<file path="src/rtl/rmh_pkg.sv">
// Shared widths, entry layout {tid, addr, data} and entry type for the read-miss handler.
// Default widths come from the AXI/TID macros when the build provides them.
`ifndef AXI_ADDR_WIDTH
`define AXI_ADDR_WIDTH 32
`endif
`ifndef AXI_DATA_WIDTH
`define AXI_DATA_WIDTH 64
`endif
`ifndef TID_WIDTH
`define TID_WIDTH 4
`endif
`ifndef AXI_ID_WIDTH
`define AXI_ID_WIDTH 4
`endif

package rmh_pkg;
  localparam int RMH_ADDR_WIDTH = `AXI_ADDR_WIDTH;
  localparam int RMH_DATA_WIDTH = `AXI_DATA_WIDTH;
  localparam int RMH_TID_WIDTH  = `TID_WIDTH;
  localparam int RMH_ID_WIDTH   = `AXI_ID_WIDTH;

  localparam int DATA_LSB    = 0;
  localparam int ADDR_LSB    = DATA_LSB + RMH_DATA_WIDTH;
  localparam int TID_LSB     = ADDR_LSB + RMH_ADDR_WIDTH;
  localparam int ENTRY_WIDTH = TID_LSB + RMH_TID_WIDTH;

  typedef struct packed {
    logic [RMH_TID_WIDTH-1:0]  tid;
    logic [RMH_ADDR_WIDTH-1:0] addr;
    logic [RMH_DATA_WIDTH-1:0] data;
  } rmh_entry_t;
endpackage

</file>
<file path="src/rtl/rmh_resp_buf.sv">
// DEPTH-entry circular buffer of paired responses; head is mem[rd], visible the cycle after push.
// No internal flow control: the caller never pushes when full nor pops when empty.
module rmh_resp_buf
  import rmh_pkg::*;
#(
  parameter int WIDTH = ENTRY_WIDTH,
  parameter int DEPTH = 4,
  localparam int PW = $clog2(DEPTH),
  localparam int CW = PW + 1
) (
  input  logic             clk,
  input  logic             rst_n,
  input  logic             push,
  input  logic [WIDTH-1:0] push_dat,
  input  logic             pop,
  output logic [CW-1:0]    count,
  output logic [WIDTH-1:0] head_dat
);

  logic [WIDTH-1:0] mem [DEPTH];
  logic [PW-1:0]    wr;
  logic [PW-1:0]    rd;

  // DEPTH is a power of two, so pointer wrap is the natural overflow.
  always_ff @(posedge clk or negedge rst_n) begin
    if (!rst_n) begin
      for (int i = 0; i < DEPTH; i++) mem[i] <= '0;
      wr    <= '0;
      rd    <= '0;
      count <= '0;
    end else begin
      if (push) begin
        mem[wr] <= push_dat;
        wr      <= wr + 1'b1;
      end
      if (pop) rd <= rd + 1'b1;
      case ({push, pop})
        2'b10:   count <= count + 1'b1;
        2'b01:   count <= count - 1'b1;
        default: count <= count;
      endcase
    end
  end

  assign head_dat = mem[rd];

endmodule

</file>
<file path="src/rtl/read_miss_handler_mo.sv">
// Pairs CXL read beats with the miss-FIFO head, buffers them, and forks each to ROB and fill Arbiter.
// Latency 1 accept-to-output; 1 response/cycle; each side may stall independently, entry retires after both.
module read_miss_handler_mo
  import rmh_pkg::*;
#(
  parameter int ADDR_WIDTH  = `AXI_ADDR_WIDTH,
  parameter int DATA_WIDTH  = `AXI_DATA_WIDTH,
  parameter int TID_WIDTH   = `TID_WIDTH,
  parameter int ID_WIDTH    = `AXI_ID_WIDTH,
  parameter int DEPTH       = 4,
  parameter bit CHECK_ID    = 1'b1,
  parameter int WDATA_WIDTH = ADDR_WIDTH + DATA_WIDTH
) (
  input  logic                            clk,
  input  logic                            rst_n,
  input  logic                            valid_i,
  output logic                            ready_o,
  input  logic [DATA_WIDTH-1:0]           data_i,
  input  logic [ID_WIDTH-1:0]             rid_i,
  output logic                            read_en_o,
  input  logic                            empty_i,
  input  logic [ADDR_WIDTH+TID_WIDTH-1:0] ar_i,
  output logic                            write_en_o,
  input  logic                            full_i,
  output logic [DATA_WIDTH+TID_WIDTH-1:0] wdata_rob_o,
  output logic                            valid_o,
  input  logic                            ready_i,
  output logic [WDATA_WIDTH-1:0]          wdata_arb_o,
  output logic [$clog2(DEPTH):0]          count_o,
  output logic                            id_err_o
);

  localparam int CW   = $clog2(DEPTH) + 1;
  localparam int A_LSB = DATA_LSB + DATA_WIDTH;
  localparam int T_LSB = A_LSB + ADDR_WIDTH;
  localparam int EW    = T_LSB + TID_WIDTH;

  logic [CW-1:0] count;
  logic [EW-1:0] head;
  logic [EW-1:0] push_dat;
  logic          accept;
  logic          head_v;
  logic          rob_fire;
  logic          arb_fire;
  logic          pop;
  logic          rob_done;
  logic          arb_done;
  logic          id_err;

  // No pop bypass: a full buffer refuses a beat even if the head retires this cycle.
  assign ready_o   = (count < CW'(DEPTH)) & ~empty_i;
  assign accept    = valid_i & ready_o;
  assign read_en_o = accept;
  assign push_dat  = {ar_i, data_i};

  rmh_resp_buf #(
    .WIDTH (EW),
    .DEPTH (DEPTH)
  ) u_buf (
    .clk      (clk),
    .rst_n    (rst_n),
    .push     (accept),
    .push_dat (push_dat),
    .pop      (pop),
    .count    (count),
    .head_dat (head)
  );

  assign head_v      = (count != '0);
  assign write_en_o  = head_v & ~rob_done & ~full_i;
  assign valid_o     = head_v & ~arb_done;
  assign rob_fire    = write_en_o;
  assign arb_fire    = valid_o & ready_i;
  assign pop         = head_v & (rob_done | rob_fire) & (arb_done | arb_fire);
  assign wdata_rob_o = {head[T_LSB +: TID_WIDTH], head[DATA_LSB +: DATA_WIDTH]};
  assign wdata_arb_o = {head[A_LSB +: ADDR_WIDTH], head[DATA_LSB +: DATA_WIDTH]};
  assign count_o     = count;
  assign id_err_o    = id_err;

  // Per-side done flags let ROB and Arbiter take the head in different cycles without a resend.
  always_ff @(posedge clk or negedge rst_n) begin
    if (!rst_n) begin
      rob_done <= 1'b0;
      arb_done <= 1'b0;
    end else if (pop) begin
      rob_done <= 1'b0;
      arb_done <= 1'b0;
    end else begin
      rob_done <= rob_done | rob_fire;
      arb_done <= arb_done | arb_fire;
    end
  end

  if (CHECK_ID) begin : g_id_chk
    logic id_mism;
    assign id_mism = (rid_i != ar_i[ADDR_WIDTH +: ID_WIDTH]);
    always_ff @(posedge clk or negedge rst_n) begin
      if (!rst_n) id_err <= 1'b0;
      else        id_err <= id_err | (accept & id_mism);
    end
  end else begin : g_no_id_chk
    always_ff @(posedge clk or negedge rst_n) begin
      if (!rst_n) id_err <= 1'b0;
      else        id_err <= 1'b0;
    end
  end

endmodule

</file>
<file path="config.mk">
export PLATFORM = sky130hd
export DESIGN_NAME = read_miss_handler_mo
export DESIGN_NICKNAME = d
export VERILOG_FILES = /design/src/rtl/rmh_pkg.sv /design/src/rtl/rmh_resp_buf.sv /design/src/rtl/read_miss_handler_mo.sv
export SDC_FILE = /design/constraint.sdc
export NUM_CORES = 1
export LEC_CHECK = 0
export BUFFER_PORTS_ARGS = -buffer_cell sky130_fd_sc_hd__buf_4
export CAP_MARGIN = 20
export CELL_PAD_IN_SITES_DETAIL_PLACEMENT = 1
export CELL_PAD_IN_SITES_GLOBAL_PLACEMENT = 2
export CORE_UTILIZATION = 43
export DETAILED_ROUTE_END_ITERATION = 7
export GPL_ROUTABILITY_DRIVEN = 0
export PLACE_DENSITY = 0.88
export SETUP_SLACK_MARGIN = 0.1
export SYNTH_ARGS = -nofsm -noshare
export SYNTH_HDL_FRONTEND = slang
export SYNTH_SLANG_ARGS = --single-unit
</file>
<file path="constraint.sdc">
create_clock -name clk -period 2.4 [get_ports clk]
set_input_delay 0.24 -clock clk [delete_from_list [all_inputs] [get_ports clk]]
set_output_delay 0.24 -clock clk [all_outputs]
set_load 0.1 [all_outputs]
</file>
**Word-level counts from Yosys, hierarchy flattened**

Index checks and enable logic that the tools add are counted.

- Word-level logic and storage cells: 51
- Input port bits: 110
- Register bits after elaboration: 410

- Equality and inequality tests: 3
- Multiplexer cells: 9
- Add/sub/neg operators: 4
- Bitwise gates (word level): 18
- Reduce and logical (&&, ||, !) cells: 3
- Magnitude comparators: 4

Operator list:

| operator | number |
|---|---|
| $bwmux W400 | 1 |
| $mux W100 | 3 |
| $bmux W100 S2 | 1 |
| $demux W100 S2 | 1 |
| $and A1 B1 Y1 | 9 |
| $ge A3 B3 Y1 const B | 2 |
| $not A2 Y3 | 2 |
| $pmux W3 S2 | 1 |
| $add A2 B1 Y2 const B | 2 |
| $ne A4 B4 Y1 | 1 |
| $not A1 Y1 | 4 |
| $add A3 B1 Y3 const B | 1 |
| $lt A3 B1 Y1 const B | 1 |
| $lt A3 B3 Y1 const B | 1 |
| $or A1 B1 Y1 | 3 |
| $reduce_bool A3 Y1 | 1 |
| $sub A3 B1 Y3 const B | 1 |
| $eq A2 B1 Y1 const B | 1 |
| $eq A2 B2 Y1 const B | 1 |
| $mux W1 | 2 |
| $reduce_bool A2 Y1 | 1 |
| $logic_and A1 B1 Y1 | 1 |

**Logic depth before layout (Yosys ltp)**

Gate-level depths: netlist (run 1).

- Word-level depth: 8
- Gate-level depth with buffers: 8
- Mapped depth without buffers: 8

**By module**

A second synthesis (run 1) with hierarchy kept.

- Cells, all modules: 1085
- Area, all modules: 18203.7 sq um

By module, submodules not included:

| module | times used | cells each | sequential area each (sq um) | area each (sq um) |
|---|---|---|---|---|
| rmh_resp_buf | 1 | 998 | 10184.8 | 17526.8 |
| read_miss_handler_mo | 1 | 87 | 75.1 | 676.9 |

**Worst setup path before layout (run 1)**

No wires, ideal clock.

- Path kind: reg-to-output
- Start point: register u_buf.count[2]
- End point: output port write_en_o
- Cell stages (with the launch flop): 3
- Buffers on the path: 0
- Data arrival time: 3384 ps
- Setup slack: -1224 ps
- Path through: dfrtp_1 nor3_1 nor3_1

- Cells in the longest elaborated chain, start to end: 3

RTL lines:

| element | line | source |
|---|---|---|
| start, declared | rmh_resp_buf.sv:16 | `output logic [CW-1:0] count,` |
| start signal, assigned | rmh_resp_buf.sv:38 | `2'b10: count <= count + 1'b1;` |
| start signal, assigned | rmh_resp_buf.sv:39 | `2'b01: count <= count - 1'b1;` |
| start signal, assigned | rmh_resp_buf.sv:40 | `default: count <= count;` |
| $reduce_bool A3 Y1 | read_miss_handler_mo.sv:69 | `assign head_v = (count != '0);` |
| $and A1 B1 Y1 (2 in series) | read_miss_handler_mo.sv:70 | `assign write_en_o = head_v & ~rob_done & ~full_i;` |
| end, declared | read_miss_handler_mo.sv:23 | `output logic write_en_o,` |

No other way between the ends.

**Worst setup path after layout (run 1)**

- Start point: register u_buf.rd[0]
- End point: output port wdata_rob_o[28]

- Cells in the longest elaborated chain, start to end: 4

RTL lines:

| element | line | source |
|---|---|---|
| start, declared | rmh_resp_buf.sv:22 | `logic [PW-1:0] rd;` |
| start signal, assigned | rmh_resp_buf.sv:36 | `if (pop) rd <= rd + 1'b1;` |
| $not A2 Y3 (not written as such) | rmh_resp_buf.sv:45 | `assign head_dat = mem[rd];` |
| $bmux W100 S2 | rmh_resp_buf.sv:45 |  |
| $mux W100 (not written as such) (2 in series) | rmh_resp_buf.sv:45 |  |
| end, declared | read_miss_handler_mo.sv:25 | `output logic [DATA_WIDTH+TID_WIDTH-1:0] wdata_rob_o,` |

No other way between the ends. The select of a mux whose other input is x is not followed.

==> results of run 1 <==
[synth_stat cells]
master	number	area (um^2)
a21o_2	1	8.76
and2_4	4	35.0
buf_1	1	3.75
buf_12	44	881
buf_2	11	55.1
buf_4	64	480
clkbuf_1	10	37.5
dfrtp_1	410	10300
fa_1	1	20.0
ha_1	5	62.6
inv_1	6	22.5
mux2_4	400	6010
mux2i_1	1	10.0
mux4_2	100	2250
nand2_1	1	3.75
nand4_1	1	6.26
nor2_1	5	18.8
nor2b_1	2	12.5
nor3_1	3	15.0
nor3b_4	1	18.8
nor4b_1	1	8.76
o21ai_0	1	5.00
o22a_1	2	17.5
xnor2_1	6	52.6
xor2_1	4	35.0
[per-stage QoR]
step | cell area, um^2 | setup slack, ns | utilization
after floorplan | 20300 | -0.325 | -
final | 26600 | -0.0525 | 0.572
after CTS | 26200 | -0.0742 | 0.563
after global placement | 22600 | 0.367 | 0.485
after detailed placement | 22600 | 0.334 | 0.485
after global routing | 26600 | -0.108 | 0.572
[cell families after synthesis]
logic type | share of synthesized area
buffers and inverters | 0.0728
AOI/OAI and AO/OA | 0.00154
muxes | 0.407
DFF | 0.505
adders and majority gates | 0.00406
and+or+nand+nor | 0.00585
xor gates and xnor gates | 0.00431
[worst min path at each step]
stage,startpoint,cells past startpoint,to
after global routing,full_i,3,rob_done
after floorplan,rst_n,0,arb_done
after global placement,rst_n,1,u_buf.mem[312]
final,full_i,3,rob_done
after CTS,full_i,3,rob_done
after detailed placement,rst_n,1,u_buf.mem[312]
[layer usage]
layer | wire [um] | global-route usage | vias up
li1 | - | - | 4668
met1 | 22000 | 0.288 | 5970
met2 | 26500 | 0.365 | 271
met3 | 2230 | 0.0380 | 79
met4 | 1120 | 0.0648 | 0
met5 | 0 | 0 | -
[registers in the layout, summed over array words and instances, names as in the netlist]
name and count:
u_buf.mem 400, u_buf.count 3, u_buf.rd 2, u_buf.wr 2, arb_done 1, id_err_o 1
rob_done 1
[what timing repair did]
action / 4_1_cts / 5_1_grt
gates resized for setup: 234 / 82
hold endpoints to repair: 457 / 0
hold buffers: 102 / 0
setup buffers: 8 / 1
gates cloned: 1 / 3
endpoints found under the setup margin: 164 / 164
[worst reg2reg max path, cell delays in order, from the launching register on]
cell and delay [ns]:
dfrtp_4 0.46, nor3_1 0.08, nor3_1 0.33, ha_2 0.28, inv_2 0.04, fa_1 0.37, xor2_1 0.15, nor2_1 0.12
xor2_1 0.18
[final cells by class]
type	count	area, um^2
fill	4094	19900
sequential	410	10300
multi-input combinational	539	8600
timing repair buffer	451	5360
clock buffer	62	1300
tap	607	759
clock inverter	21	292
inverter	6	22.5
antenna	3	7.51
[cells in the final DEF, fill, tap and decap left out, drive strengths merged]
cell	count
dfrtp	410
mux2	400
buf	346
dlygate4sd3	102
mux4	100
clkbuf	65
clkinv	10
bufinv	7
inv	7
xnor2	6
nor2	5
ha	5
and2	4
xor2	4
diode	3
clkinvlp	3
nor3	3
nor2b	2
o22a	2
nor3b	1
nand4	1
a21o	1
mux2i	1
nor4b	1
nand2	1
o21ai	1
fa	1
==> flow_summary_export.csv, run 1 <==
group,metric,value,unit
setup_path,endpoint_kind,"output pin",
floorplanning,rows,79,
setup_path,crit_end,"wdata_rob_o[28]",
timing,period_needed,2.45,ns
cts,cts_tree,"yes",
timing,finalSetupViolations,46,
setup_path,reg2reg_depth,8,
timing,worst_slack,-0.0525,ns
place,io_buffers,281,
synthesis,ys_ff_latch,410,
timing,worstMarginPinSlew,0.653,ns
setup_path,rrSetupSlack,0.31,ns
setup_path,critical_path_arrival,2.21,ns
setup_path,r2r-start,"u_buf.count[2]",
setup_path,path_cells,"buf_12 -> buf_16 -> mux4_2 -> buf_6",
route,totalWireLength,51800,um
cts,clk-insertion-delay-late,0.56,ns
cts,clockBufferDepth,3,
setup_path,crit_fanout,15,
timing,grt_setup_unrepaired,"yes",
hold_path,hp-class,"input port to flop",
route,avgRoutedWirePerCell,24.7,um
route,drc,0,
global_routing,grt_overflow,0,
floorplanning,die_h,219,um
setup_path,cp.depth,4,
setup_path,cp_top_family,"multiplexers",
floorplanning,core_area,0.0466,mm^2
synthesis,synth_nets,1201,
global_routing,antenna_found_initial,3,
timing,clock_skew,0.0159,ns
floorplanning,fp.dieW,219,um
timing,whs,0.0570,ns
synthesis,syn_area,0.0203,mm^2
finish,fin_nets,1570,
setup_path,critPathKind,"flop to output pin",
setup_path,crit_path_top_delay_cell,"mux4_2",
finish,final_cells,2099,
route,drtPass1Iterations,5,
setup_path,crit_buf_inv,3,
synthesis,syn_inst,1085,
floorplanning,io_pins,282,
timing,setup_tns,-1.12,ns
timing,slew_viol_final,0,
setup_path,start_kind,"flop",
setup_path,startpoint,"u_buf.rd[0]",
cts,cts_sinks,410,
finish,final_layout_size_suffix_gt1_frac,0.629,
synthesis,synth.avg_cell_area,18.7,um^2
timing,timing.fmax,408,MHz
global_routing,track_usage,0.218,
cts,clock-root-buffer,"clkbuf_16",
timing,max_slew_margin,0.564,
timing,post-route-period-util,1.02,
finish,synthToLayoutAreaGrowth,30.9,%
route,vias,11000,
route,vias_per_cell,5.23,
cts,path_clk_slew,0.06,ns
setup_path,required,2.16,ns
route,detail-route-antenna-nets,0,
synthesis,yosys_warnings,0,
floorplanning,dieArea,0.0481,mm^2
floorplanning,start_util,0.437,
synthesis,ys_seq_area_frac,0.505,
global_routing,grt_pass1_vias,12900,
job,maxCapViolCount,0,
setup_path,cpPeakStageDelay,0.60,ns
outcome,status,"finished, violations left",
timing,finalHoldViolCount,0,
synthesis,synth_cell_type_count,25,
global_routing,grt_pass1_wl,80200,um
cts,numCtsBuffers,46,
outcome,violations,"negative setup slack",
place,dp.cells,1899,
setup_path,r2r_end,"u_buf.count[2]",
cts,htree_levels,2,
route,dr.first_iter.drc_count,528,
global_routing,grt_max_degree,86,
place,dp_hpwl,29800,um
Power of run 1 is not shown: default switching activity piles up to over one toggle a cycle in this logic, so the estimate is an artifact.
==> run 2, diff against run 1 <==
--- a/config.mk
+++ b/config.mk
@@ -9,10 +9,10 @@
 export CAP_MARGIN = 20
 export CELL_PAD_IN_SITES_DETAIL_PLACEMENT = 1
 export CELL_PAD_IN_SITES_GLOBAL_PLACEMENT = 2
-export CORE_UTILIZATION = 43
+export CORE_UTILIZATION = 47
 export DETAILED_ROUTE_END_ITERATION = 7
 export GPL_ROUTABILITY_DRIVEN = 0
-export PLACE_DENSITY = 0.88
+export PLACE_DENSITY = 0.94
 export SETUP_SLACK_MARGIN = 0.1
 export SYNTH_ARGS = -nofsm -noshare
 export SYNTH_HDL_FRONTEND = slang
==> constraint.sdc (replaced) <==
create_clock -name clk -period 2.9 [get_ports clk]
set_input_delay 0.29 -clock clk [delete_from_list [all_inputs] [get_ports clk]]
set_output_delay 0.29 -clock clk [all_outputs]
set_load 0.1 [all_outputs]
==> flow_summary_export.csv, run 2 (synthesized netlist as in run 1, its figures left out) <==
group,metric,value,unit
finish,mostFrequentLayoutCells,"dfrtp_1 (407), mux2_4 (400), buf_4 (300), dlygate4sd3_1 (101), mux4_2 (100)",
route,dr.first_iter.drc_count,552,
place,io_buffers,281,
cts,clock-root-buffer,"clkbuf_16",
global_routing,grt_overflow,0,
setup_path,cp_top_family,"buffers and inverters",
floorplanning,die_h,210,um
finish,regMostFlops,"u_buf.mem",
timing,max_slew_margin,0.523,
route,avgRoutedWirePerCell,25.0,um
finish,multi_input_area,0.00860,mm^2
route,drtPass1Iterations,4,
setup_path,crit_buf_inv,3,
floorplanning,dieArea,0.0441,mm^2
global_routing,busiest_layer,"met2",
global_routing,grt.met1_usage,0.304,
setup_path,crit_path_top_delay_cell,"mux4_2",
job,maxCapViolCount,0,
setup_path,crit_fanout,20,
global_routing,grt_pass1_vias,13000,
floorplanning,core_area,0.0423,mm^2
cts,clk-insertion-delay-late,0.57,ns
cts,clockBufferDepth,3,
route,totalWireLength,50900,um
cts,cts_tree,"yes",
floorplanning,fp.dieW,210,um
hold_path,hp-class,"input port to flop",
finish,fillers,3786,
setup_path,path_cells,"buf_12 -> buf_12 -> mux4_2 -> buf_4",
global_routing,track_usage,0.239,
finish,largest_reg_flops,400,
finish,layout_commonest_cell,"dfrtp_1",
finish,synthToLayoutAreaGrowth,22.0,%
timing,grt_setup_unrepaired,"no",
floorplanning,io_pins,282,
timing,post-route-period-util,0.889,
finish,fin_nets,1543,
finish,top_regs,"u_buf.mem: 400 flops, u_buf.count: 3 flops",
cts,cts_resized,0,
floorplanning,start_util,0.480,
timing,finalSetupViolations,0,
global_routing,antenna_found_initial,1,
route,detail-route-antenna-nets,0,
setup_path,endpoint_kind,"output pin",
timing,period_needed,2.58,ns
setup_path,critPathKind,"flop to output pin",
cts,htree_levels,2,
route,vias,10800,
global_routing,grt_use_met2,0.416,
floorplanning,rows,75,
global_routing,grt_pass1_wl,81100,um
setup_path,start_kind,"flop",
timing,setup_tns,0,ns
cts,cts_sinks,410,
finish,final_layout_size_suffix_gt1_frac,0.619,
timing,clock_skew,0.0146,ns
global_routing,grt_max_degree,105,
timing,worstMarginPinSlew,0.715,ns
outcome,status,"finished, final reports clean",
route,drc,0,
timing,timing.fmax,388,MHz
cts,numCtsBuffers,45,
global_routing,use_met3,0.0417,
place,dp_hpwl,29900,um
setup_path,cpPeakStageDelay,0.58,ns
setup_path,crit_top_cell,"buf_12",
setup_path,critical_path_arrival,2.29,ns
cts,cts_setup_buffers,0,
setup_path,required,2.61,ns
cts,path_clk_slew,0.06,ns
finish,seq_area,0.0103,mm^2
timing,finalHoldViolCount,0,
route,vias_per_cell,5.31,
timing,slew_viol_final,0,
-- run 2: worst paths after layout --
| path | startpoint | end | slack, ns | cells after the start |
|---|---|---|---|---|
| worst max register to register | u_buf.count[2] | u_buf.mem[105] | 0.60 | 4 |
| worst min register to register | u_buf.mem[131] | u_buf.mem[131] | 0.51 | 1 |
| min in group asynchronous | rst_n | u_buf.mem[315] | 0.35 | 2 |
| max in group asynchronous | rst_n | u_buf.mem[165] | 1.49 | 3 |
| worst max-delay path | u_buf.rd[0] | wdata_arb_o[36] | 0.32 | 4 |
| worst min-delay path | empty_i | u_buf.wr[0] | 0.08 | 3 |
-- run 2: final cells by class --
type / count / share of cell area
clock buffer: 61 / 0.0498
timing repair buffer: 425 / 0.151
tap: 577 / 0.0291
clock inverter: 17 / 0.00868
sequential: 410 / 0.414
antenna: 1 / 0.000101
multi-input combinational: 539 / 0.347
inverter: 6 / 0.000908
-- run 2: timing repair --
item | 4_1_cts | 5_1_grt
setup endpoints to repair | 0 | 0
hold buffers | 101 | 0
hold endpoints to repair | 465 | 0
-- run 2: metal layers --
metal	vias up	wire, um	part of all wire
met5	-	0	0
met4	0	1180	0.023
met3	68	1980	0.039
met2	255	26700	0.52
met1	5886	21000	0.41
li1	4597	-	-
-- run 2: through the flow --
| step | utilization | area (um^2) | setup WS, ns | hold slack [ns] | instances |
|---|---|---|---|---|---|
| 4_1_cts | 0.586 | 24800 | 0.271 | 0.0451 | 2035 |
| 2_1_floorplan | - | 20300 | 0.127 | -0.00559 | 1085 |
| 6_report | 0.586 | 24800 | 0.321 | 0.0787 | 2036 |
| 3_5_place_dp | 0.528 | 22300 | 0.599 | 0.352 | 1856 |
| 5_1_grt | 0.586 | 24800 | 0.235 | 0.0775 | 2036 |
| 3_3_place_gp | 0.528 | 22300 | 0.703 | 0.344 | 1856 |
-- run 2: tightest hold or removal path, cell delays in order --
cell and delay, ns:
buf_4 0.10, nor3b_4 0.07, xnor2_1 0.13
Power of run 2 is left out for the same reason.
